`config.mk`:
```
export PLATFORM = sky130hd
export DESIGN_NAME = tick_timer_flat
export DESIGN_NICKNAME = d
export VERILOG_FILES = /design/src/rtl/tick_timer_if.sv /design/src/rtl/tick_timer.sv /design/src/flat_wrapper.sv
export SDC_FILE = /design/constraint.sdc
export NUM_CORES = 1
export LEC_CHECK = 0
export CORE_ASPECT_RATIO = 0.5
export CORE_MARGIN = 4
export CORE_UTILIZATION = 25
export DETAILED_ROUTE_END_ITERATION = 10
export GPL_TIMING_DRIVEN = 0
export PLACE_DENSITY = 0.56
export SETUP_SLACK_MARGIN = 0.15
export SYNTH_ARGS = -nofsm -noshare
export SYNTH_HDL_FRONTEND = slang
export SYNTH_SLANG_ARGS = --single-unit
```
`constraint.sdc`:
```
create_clock -name clk -period 2.1 [get_ports clk]
set_input_delay 0.21 -clock clk [delete_from_list [all_inputs] [get_ports clk]]
set_output_delay 0.21 -clock clk [all_outputs]
set_load 0.005 [all_outputs]
```
`src/rtl/tick_timer_if.sv`:
```
// Control/status bundle between a tick_timer and the logic that programs it.
// The slave side is the timer itself; the master side drives the controls.
interface tick_timer_if #(
   parameter int unsigned CNT_W  = 8,
   parameter int unsigned FIRE_W = 4
);
   logic              tick;
   logic              in_valid;
   logic [CNT_W-1:0]  in_period;
   logic              start;
   logic              pause;
   logic              stop;
   logic              auto_reload;
   logic              out_valid;
   logic              busy;
   logic [CNT_W-1:0]  count;
   logic [FIRE_W-1:0] fire_cnt;

   modport master (
      output tick, in_valid, in_period, start, pause, stop, auto_reload,
      input  out_valid, busy, count, fire_cnt
   );

   modport slave (
      input  tick, in_valid, in_period, start, pause, stop, auto_reload,
      output out_valid, busy, count, fire_cnt
   );
endinterface

```
`src/rtl/tick_timer.sv`:
```
// Programmable countdown timer clocked by divider tick pulses, with one-cycle
// expiry pulse, optional auto-reload, pause hold and abort.
module tick_timer #(
   parameter int unsigned CNT_W  = 8,
   parameter int unsigned FIRE_W = 4
) (
   input  logic         clk,
   input  logic         rst,
   tick_timer_if.slave  bus
);

   typedef enum logic [1:0] {
      IDLE = 2'd0,
      RUN  = 2'd1,
      HOLD = 2'd2,
      DONE = 2'd3
   } state_t;

   state_t             state_q, state_d;
   logic [CNT_W-1:0]   period_q, period_d;
   logic [CNT_W-1:0]   count_q, count_d;
   logic [FIRE_W-1:0]  fire_q, fire_d;
   logic               out_valid_q, out_valid_d;
   logic               busy_q;
   logic [CNT_W-1:0]   eff_period;

   // A load in the same cycle as start takes effect for that start.
   assign eff_period = bus.in_valid ? bus.in_period : period_q;

   always_comb begin
      state_d     = state_q;
      period_d    = period_q;
      count_d     = count_q;
      fire_d      = fire_q;
      out_valid_d = 1'b0;

      if (bus.stop) begin
         state_d = IDLE;
         count_d = '0;
         fire_d  = '0;
      end else begin
         if (bus.in_valid) begin
            period_d = bus.in_period;
         end

         unique case (state_q)
            IDLE, DONE: begin
               if (bus.start && (eff_period != '0)) begin
                  count_d = eff_period;
                  state_d = RUN;
               end
            end
            RUN: begin
               if (bus.pause) begin
                  state_d = HOLD;
               end else if (bus.tick) begin
                  if (count_q > CNT_W'(1)) begin
                     count_d = count_q - CNT_W'(1);
                  end else if (count_q == CNT_W'(1)) begin
                     out_valid_d = 1'b1;
                     fire_d      = fire_q + FIRE_W'(1);
                     // Reload uses the period held before any same-cycle load.
                     if (bus.auto_reload && (period_q != '0)) begin
                        count_d = period_q;
                     end else begin
                        count_d = '0;
                        state_d = DONE;
                     end
                  end else begin
                     state_d = DONE;
                  end
               end
            end
            HOLD: begin
               if (!bus.pause) begin
                  state_d = RUN;
               end
            end
         endcase
      end
   end

   always_ff @(posedge clk or posedge rst) begin
      if (rst) begin
         state_q     <= IDLE;
         period_q    <= '0;
         count_q     <= '0;
         fire_q      <= '0;
         out_valid_q <= 1'b0;
         busy_q      <= 1'b0;
      end else begin
         state_q     <= state_d;
         period_q    <= period_d;
         count_q     <= count_d;
         fire_q      <= fire_d;
         out_valid_q <= out_valid_d;
         busy_q      <= (state_d == RUN) || (state_d == HOLD);
      end
   end

   assign bus.out_valid = out_valid_q;
   assign bus.busy      = busy_q;
   assign bus.count     = count_q;
   assign bus.fire_cnt  = fire_q;

endmodule

```
`src/flat_wrapper.sv`:
```
// flat-port wrapper written by rule: the top's interface ports become plain ports
module tick_timer_flat 
#(
   parameter int unsigned CNT_W  = 8,
   parameter int unsigned FIRE_W = 4
)
  (clk, rst, bus_tick, bus_in_valid, bus_in_period, bus_start, bus_pause, bus_stop, bus_auto_reload, bus_out_valid, bus_busy, bus_count, bus_fire_cnt);
  tick_timer_if #(.CNT_W(CNT_W), .FIRE_W(FIRE_W)) bus_i ();
  input  logic clk;
  input  logic rst;
  input wire logic [$bits(bus_i.tick)-1:0] bus_tick;
  input wire logic [$bits(bus_i.in_valid)-1:0] bus_in_valid;
  input wire logic [$bits(bus_i.in_period)-1:0] bus_in_period;
  input wire logic [$bits(bus_i.start)-1:0] bus_start;
  input wire logic [$bits(bus_i.pause)-1:0] bus_pause;
  input wire logic [$bits(bus_i.stop)-1:0] bus_stop;
  input wire logic [$bits(bus_i.auto_reload)-1:0] bus_auto_reload;
  output wire logic [$bits(bus_i.out_valid)-1:0] bus_out_valid;
  output wire logic [$bits(bus_i.busy)-1:0] bus_busy;
  output wire logic [$bits(bus_i.count)-1:0] bus_count;
  output wire logic [$bits(bus_i.fire_cnt)-1:0] bus_fire_cnt;
  assign bus_i.tick = bus_tick;
  assign bus_i.in_valid = bus_in_valid;
  assign bus_i.in_period = bus_in_period;
  assign bus_i.start = bus_start;
  assign bus_i.pause = bus_pause;
  assign bus_i.stop = bus_stop;
  assign bus_i.auto_reload = bus_auto_reload;
  assign bus_out_valid = bus_i.out_valid;
  assign bus_busy = bus_i.busy;
  assign bus_count = bus_i.count;
  assign bus_fire_cnt = bus_i.fire_cnt;
  tick_timer #(.CNT_W(CNT_W), .FIRE_W(FIRE_W)) u_core (.clk(clk), .rst(rst), .bus(bus_i));
endmodule
```
==> flow_summary.toml, run 1 <==
[timing]
setup_slack_ns = 0.07333
fmax_ghz = 0.4934
fin_skew_ns = 0.004133
slew_headroom_pct = 35.73
setup_viol = 0
fin_crit_sh_pct = 96.51
slew_viol_final = 0
min_period_ns = 2.027
worst_pin_slew_ns = 0.9630
hold_violations = 0
finalSetupTns_ns = 0
rsz0062_at_grt = "yes"

[cells_and_area]
seq_area_um2 = 606.8
drive_above_1_share_pct = 33.62
fin_area_um2 = 2529
most-common-layout-cells = "clkdlybuf4s50_1 (28), nand2_1 (19), dfrtp_1 (19), buf_4 (14), nor2_1 (13)"
area_growth_pct = 53.57
nFillCells = 599
antennaDiodeCount = 0
final_common_cell = "clkdlybuf4s50_1"
multi_input_area_um2 = 1191
layout.nets = 251

[setup_path]
crit_fanout = 4
required_ns = 2.29
cpMaxStageDelayCell = "or3_4"
crit_path_cell_trace = "or3_4, nor3_4, buf_6, mux2_4, a211o_1, a21oi_2"
critical-path-max-stage-delay_ns = 0.44
crit_start = "u_core.bus.count[4]"
critPathLaunchType = "register"
r2r-start = "u_core.bus.count[4]"
cp.arrival_ns = 2.21
endpoint_kind = "register"
worstSetupPathType = "reg2reg"

[place]
place_congestion = 0.8013
placed_area_um2 = 2053
dp_hpwl_um = 3282
dp_slack_ns = -0.3158
numPortBuffers = 28

[die]
fp.dieArea_um2 = 8027
pin_count = 30
core-area_um2 = 6231
rows = 20
die_w_um = 122.8
initial_core_util_pct = 26.43
die_h_um = 65.39

[logic_synthesis]
ys_types = 48
synth_compound_area_share_pct = 20.67
synth_top_family_by_area = "simple AND/OR/NAND/NOR gates"
synth_nets = 199
synthMuxAreaShare_pct = 6.763
synthArstFlopShare_pct = 100.0
yosysWarnings = 0
syn_inst = 178
synth_area_per_cell_um2 = 9.250
synth-simple-area-share_pct = 23.25
synth_adder_area_share_pct = 3.799
synth-xor-area-share_pct = 4.787
ys.flop_type = "dfrtp_1"
synth-seq-cells = 24
syn_area_um2 = 1647
synth-edff-count = 0
ys_seq_area_share_pct = 36.47

[cts]
ctsHtreeMaxLevel = 1
cts_buffers = 3
cts.path.max_buffers = 2
root_buffer = "clkbuf_16"
clkTransAtPathRegs_ns = 0.07
cts_tree = "done"
clkSinkCount = 24
clk_latency_ns = 0.26

[detailed_routing]
drc_errors = 0
drt_iter0_drc = 47
ant_nets = 0
viasPerCell = 4.855
num_vias = 1539
wl_per_cell_um = 15.25
wirelength_um = 4834
drtPass1Iterations = 4

[global_route]
antenna_found_initial = 0
grt_usage_pct = 12.71
grt_pass1_vias = 1599
grt_pass1_wl_um = 8017
overflow = 0
grt_start_max_net_pins = 25

[hold_path]
hold_class = "in2async"

[power]
ir_worst_vdd_uv = 454.3
p_leak_nw = 0.9539
powerDensity_nw_per_um2 = 1454

[outcome]
outcome = "finished, final reports clean"

[flow_run]
cap_violations = 0
what timing repair did:
item	4_1_cts	5_1_grt
resized for setup	19	37
gates cloned	1	0
pin swaps	9	11
setup buffers	10	9
endpoints found under the setup margin	12	12
hold buffers	0	0
worst paths after layout:
| check | to | slack, ns | cells past startpoint |
|---|---|---|---|
| worst max-delay path | u_core.bus.count[1] | 0.07 | 6 |
| worst min-delay path | u_core.bus.fire_cnt[2] | 0.48 | 2 |
| worst max register to register | u_core.bus.count[1] | 0.07 | 6 |
| worst min register to register | u_core.bus.fire_cnt[3] | 0.55 | 2 |
| max in group asynchronous | u_core.bus.count[5] | 0.97 | 2 |
| min in group clk | u_core.bus.fire_cnt[3] | 0.55 | 2 |
worst max-delay path: cells and delay by family (launching register included):
family	cells	cell delay (ns)
AND/OR/NAND/NOR	2	0.70
flip-flops	1	0.41
AO/OA/AOI/OAI	2	0.40
multiplexers	1	0.30
buffers and inverters	1	0.14
flip-flops by register name, summed over array words and instances, names as in the netlist:
name and count:
u_core.bus.count 8, u_core.period_q 8, u_core.bus.fire_cnt 4, u_core.state_q 2, u_core.bus.busy 1, u_core.bus.out_valid 1
layer usage:
layer | global-route usage, % | vias to the layer above | routed length (um)
li1 | - | 748 | -
met1 | 16.14 | 770 | 2210
met2 | 22.43 | 15 | 2450
met3 | 2.322 | 6 | 107
met4 | 3.068 | 0 | 66
met5 | 0 | - | 0
cells by family after synthesis:
logic type / count (synthesis)
AOI/OAI and AO/OA: 41
xor gates and xnor gates: 9
adders and majority gates: 5
buffers and inverters: 18
DFF: 24
muxes: 10
and+or+nand+nor: 71
area by class of cell:
cell class / instances / share of cell area (%)
multi-input cells: 136 / 47.11
clock buffers: 4 / 3.513
repair buffers: 47 / 17.47
inverters: 9 / 1.435
well taps: 88 / 4.354
plain buffers: 9 / 2.128
flip-flops and latches: 24 / 24.00
where the power goes:
| group | switching (mW) | internal, mW | leakage, nW |
|---|---|---|---|
| sequential | 0.135 | 0.574 | 0.304 |
| combinational | 1.20 | 1.30 | 0.606 |
| clock | 0.174 | 0.292 | 0.0442 |
| total | 1.51 | 2.17 | 0.954 |
per-stage QoR:
step | instances | hold WS, ns | utilization [%] | power (mW)
floorplan | 178 | 0.2246 | - | 1.786
global placement | 294 | 0.5256 | 32.95 | 2.227
detailed placement | 294 | 0.5386 | 32.95 | 2.243
CTS | 309 | 0.5308 | 36.97 | 3.072
global route | 317 | 0.6018 | 40.58 | 3.925
finish | 317 | 0.4774 | 40.58 | 3.678
cells in the mapped netlist, types with 2 or more instances:
library cell  instances  share of area, %
nand3b_1              3               1.4
xnor2_1               6               3.2
or4_1                 2              0.91
nor2b_1               8               3.0
a211oi_1              5               2.3
ha_1                  5               3.8
xor2_1                3               1.6
nand4_1               2              0.76
nand3_1               3              0.91
buf_2                 2              0.61
nor4_1                4               1.5
mux2_2                8               5.5
inv_1                 9               2.1
a311oi_1              2               1.1
nor3_1                6               1.8
o21ai_0               2              0.61
a211o_1               2               1.1
nand2b_1              3               1.1
o21a_1                2              0.91
nand2_1              19               4.3
dfrtp_1              24                36
or3_1                 2              0.76
o41ai_2               2               2.0
clkbuf_1              6               1.4
a21oi_1              10               3.0
o21ai_1               2              0.61
a21o_1                2              0.91
nor2_1               14               3.2
(Power assumes the default switching activity.)
==> run 2, diff against run 1 <==
==> constraint.sdc (replaced) <==
create_clock -name clk -period 2.1 [get_ports clk]
set_input_delay 0.315 -clock clk [delete_from_list [all_inputs] [get_ports clk]]
set_output_delay 0.315 -clock clk [all_outputs]
set_load 0.005 [all_outputs]
==> flow_summary.toml, run 2 (synthesis gave the netlist of run 1 again) <==
[timing]
min_period_ns = 2.036
slew_headroom_pct = 35.83
fmax_ghz = 0.4912
setup_viol = 0
rsz0062_at_grt = "yes"
holdWs_ns = 0.3832
fin_skew_ns = 0.004927
worst_pin_slew_ns = 0.9615
slew_viol_final = 0
fin_crit_sh_pct = 96.94
hold_violations = 0
setup_slack_ns = 0.06418

[cts]
cts_buffers = 3
root_buffer = "clkbuf_16"
clkTransAtPathRegs_ns = 0.07
ctsHtreeMaxLevel = 1
hold_buffers = 0
clkSinkCount = 24
cts_tree = "done"
clk_latency_ns = 0.26
cts.path.max_buffers = 2

[setup_path]
cpMaxStageDelayCell = "or3_4"
r2r-start = "u_core.bus.count[4]"
worstSetupPathType = "reg2reg"
crit_path_cell_trace = "or3_4, nor3_4, buf_6, mux2_4, a211o_1, a21oi_2"
r2r_cells = 6
rrSetupSlack_ns = 0.06
critPathLaunchType = "register"
cp.arrival_ns = 2.22
required_ns = 2.29
r2r_end = "u_core.bus.count[1]"
crit_fanout = 4
critical-path-max-stage-delay_ns = 0.44
endpoint_kind = "register"

[detailed_routing]
drc_errors = 0
drt_iter0_drc = 57
wirelength_um = 4907
wl_per_cell_um = 15.43
num_vias = 1552
viasPerCell = 4.881
ant_nets = 0
drtPass1Iterations = 4

[place]
dp_slack_ns = -0.3158
numPortBuffers = 28
dp.cells = 294
dp_hpwl_um = 3282
place_congestion = 0.8013

[cells_and_area]
final_common_cell = "clkdlybuf4s50_1"
area_growth_pct = 55.62
multi_input_area_um2 = 1196
most-common-layout-cells = "clkdlybuf4s50_1 (23), nand2_1 (19), dfrtp_1 (19), buf_4 (13), nor2_1 (12)"
antennaDiodeCount = 0
nFillCells = 595
final_core_util_pct = 41.12
seq_area_um2 = 606.8
layout.nets = 252
layout.cells.non_filler = 318
drive_above_1_share_pct = 35.22

[global_route]
grt_start_max_net_pins = 25
grt_pass1_vias = 1599
grt_usage_pct = 12.71
grt_pass1_wl_um = 8017
overflow = 0
antenna_found_initial = 0

[die]
rows = 20
die_h_um = 65.39
fp.dieArea_um2 = 8027
initial_core_util_pct = 26.43
core-area_um2 = 6231
die_w_um = 122.8
pin_count = 30

[hold_path]
hold_end = "u_core.period_q[0]"
hold_depth = 2
hold_class = "in2reg"
min_from = "bus_in_period[0]"

[power]
p_leak_nw = 1.010
p_total_mw = 3.719
powerDensity_nw_per_um2 = 1451
ir_worst_vdd_uv = 453.4

[flow_run]
cap_violations = 0

[outcome]
outcome = "finished, final reports clean"
## run 2: what timing repair did
action | 4_1_cts | 5_1_grt
pin swaps | 9 | 13
setup endpoints to repair | 12 | 12
resized for setup | 20 | 49
gates cloned | 1 | 0
setup buffers | 10 | 9
## run 2: worst max-delay path: cells and delay by family (launching register included)
family          cells  cell delay, ns
buf+inv             1            0.15
simple gates        2            0.71
mux                 1            0.29
compound gates      2            0.40
flops               1            0.41
## run 2: final cells by class
type / count / share of cell area [%]
Buffer: 9 / 2.148
Clock buffer: 4 / 3.467
Inverter: 9 / 1.416
Multi-Input combinational cell: 136 / 46.68
Sequential cell: 24 / 23.68
Tap cell: 88 / 4.297
Timing Repair Buffer: 48 / 18.31
## run 2: metal layers
metal,vias to the layer above,track usage [%],wire length [um]
met5,-,0,0
met4,0,3.068,70
met3,7,2.322,113
met2,17,22.43,2467
met1,780,16.14,2256
li1,748,-,-
## run 2: how the worst max path moves through the flow
stage,slack [ns],to,start
final,0.06,u_core.bus.count[1],u_core.bus.count[4]
after global routing,0.01,u_core.bus.count[7],u_core.bus.count[0]
after CTS,0.08,u_core.bus.count[7],u_core.bus.count[0]
after detailed placement,-0.32,u_core.bus.count[4],u_core.bus.count[0]
after global placement,-0.33,u_core.bus.count[4],bus_in_period[6]
after floorplan,0.03,u_core.bus.count[7],u_core.bus.count[1]
## run 2: report_power, final
group          internal [mW]  switching, mW
Clock                  0.292          0.177
Combinational           1.33           1.21
Sequential             0.574          0.137
Total                   2.20           1.52
## run 2: stage by stage
stage	setup TNS, ns	area, um2
global placement	-2.096	2053
CTS	0	2310
detailed placement	-2.025	2053
finish	0	2562
floorplan	0	1663
global route	0	2562
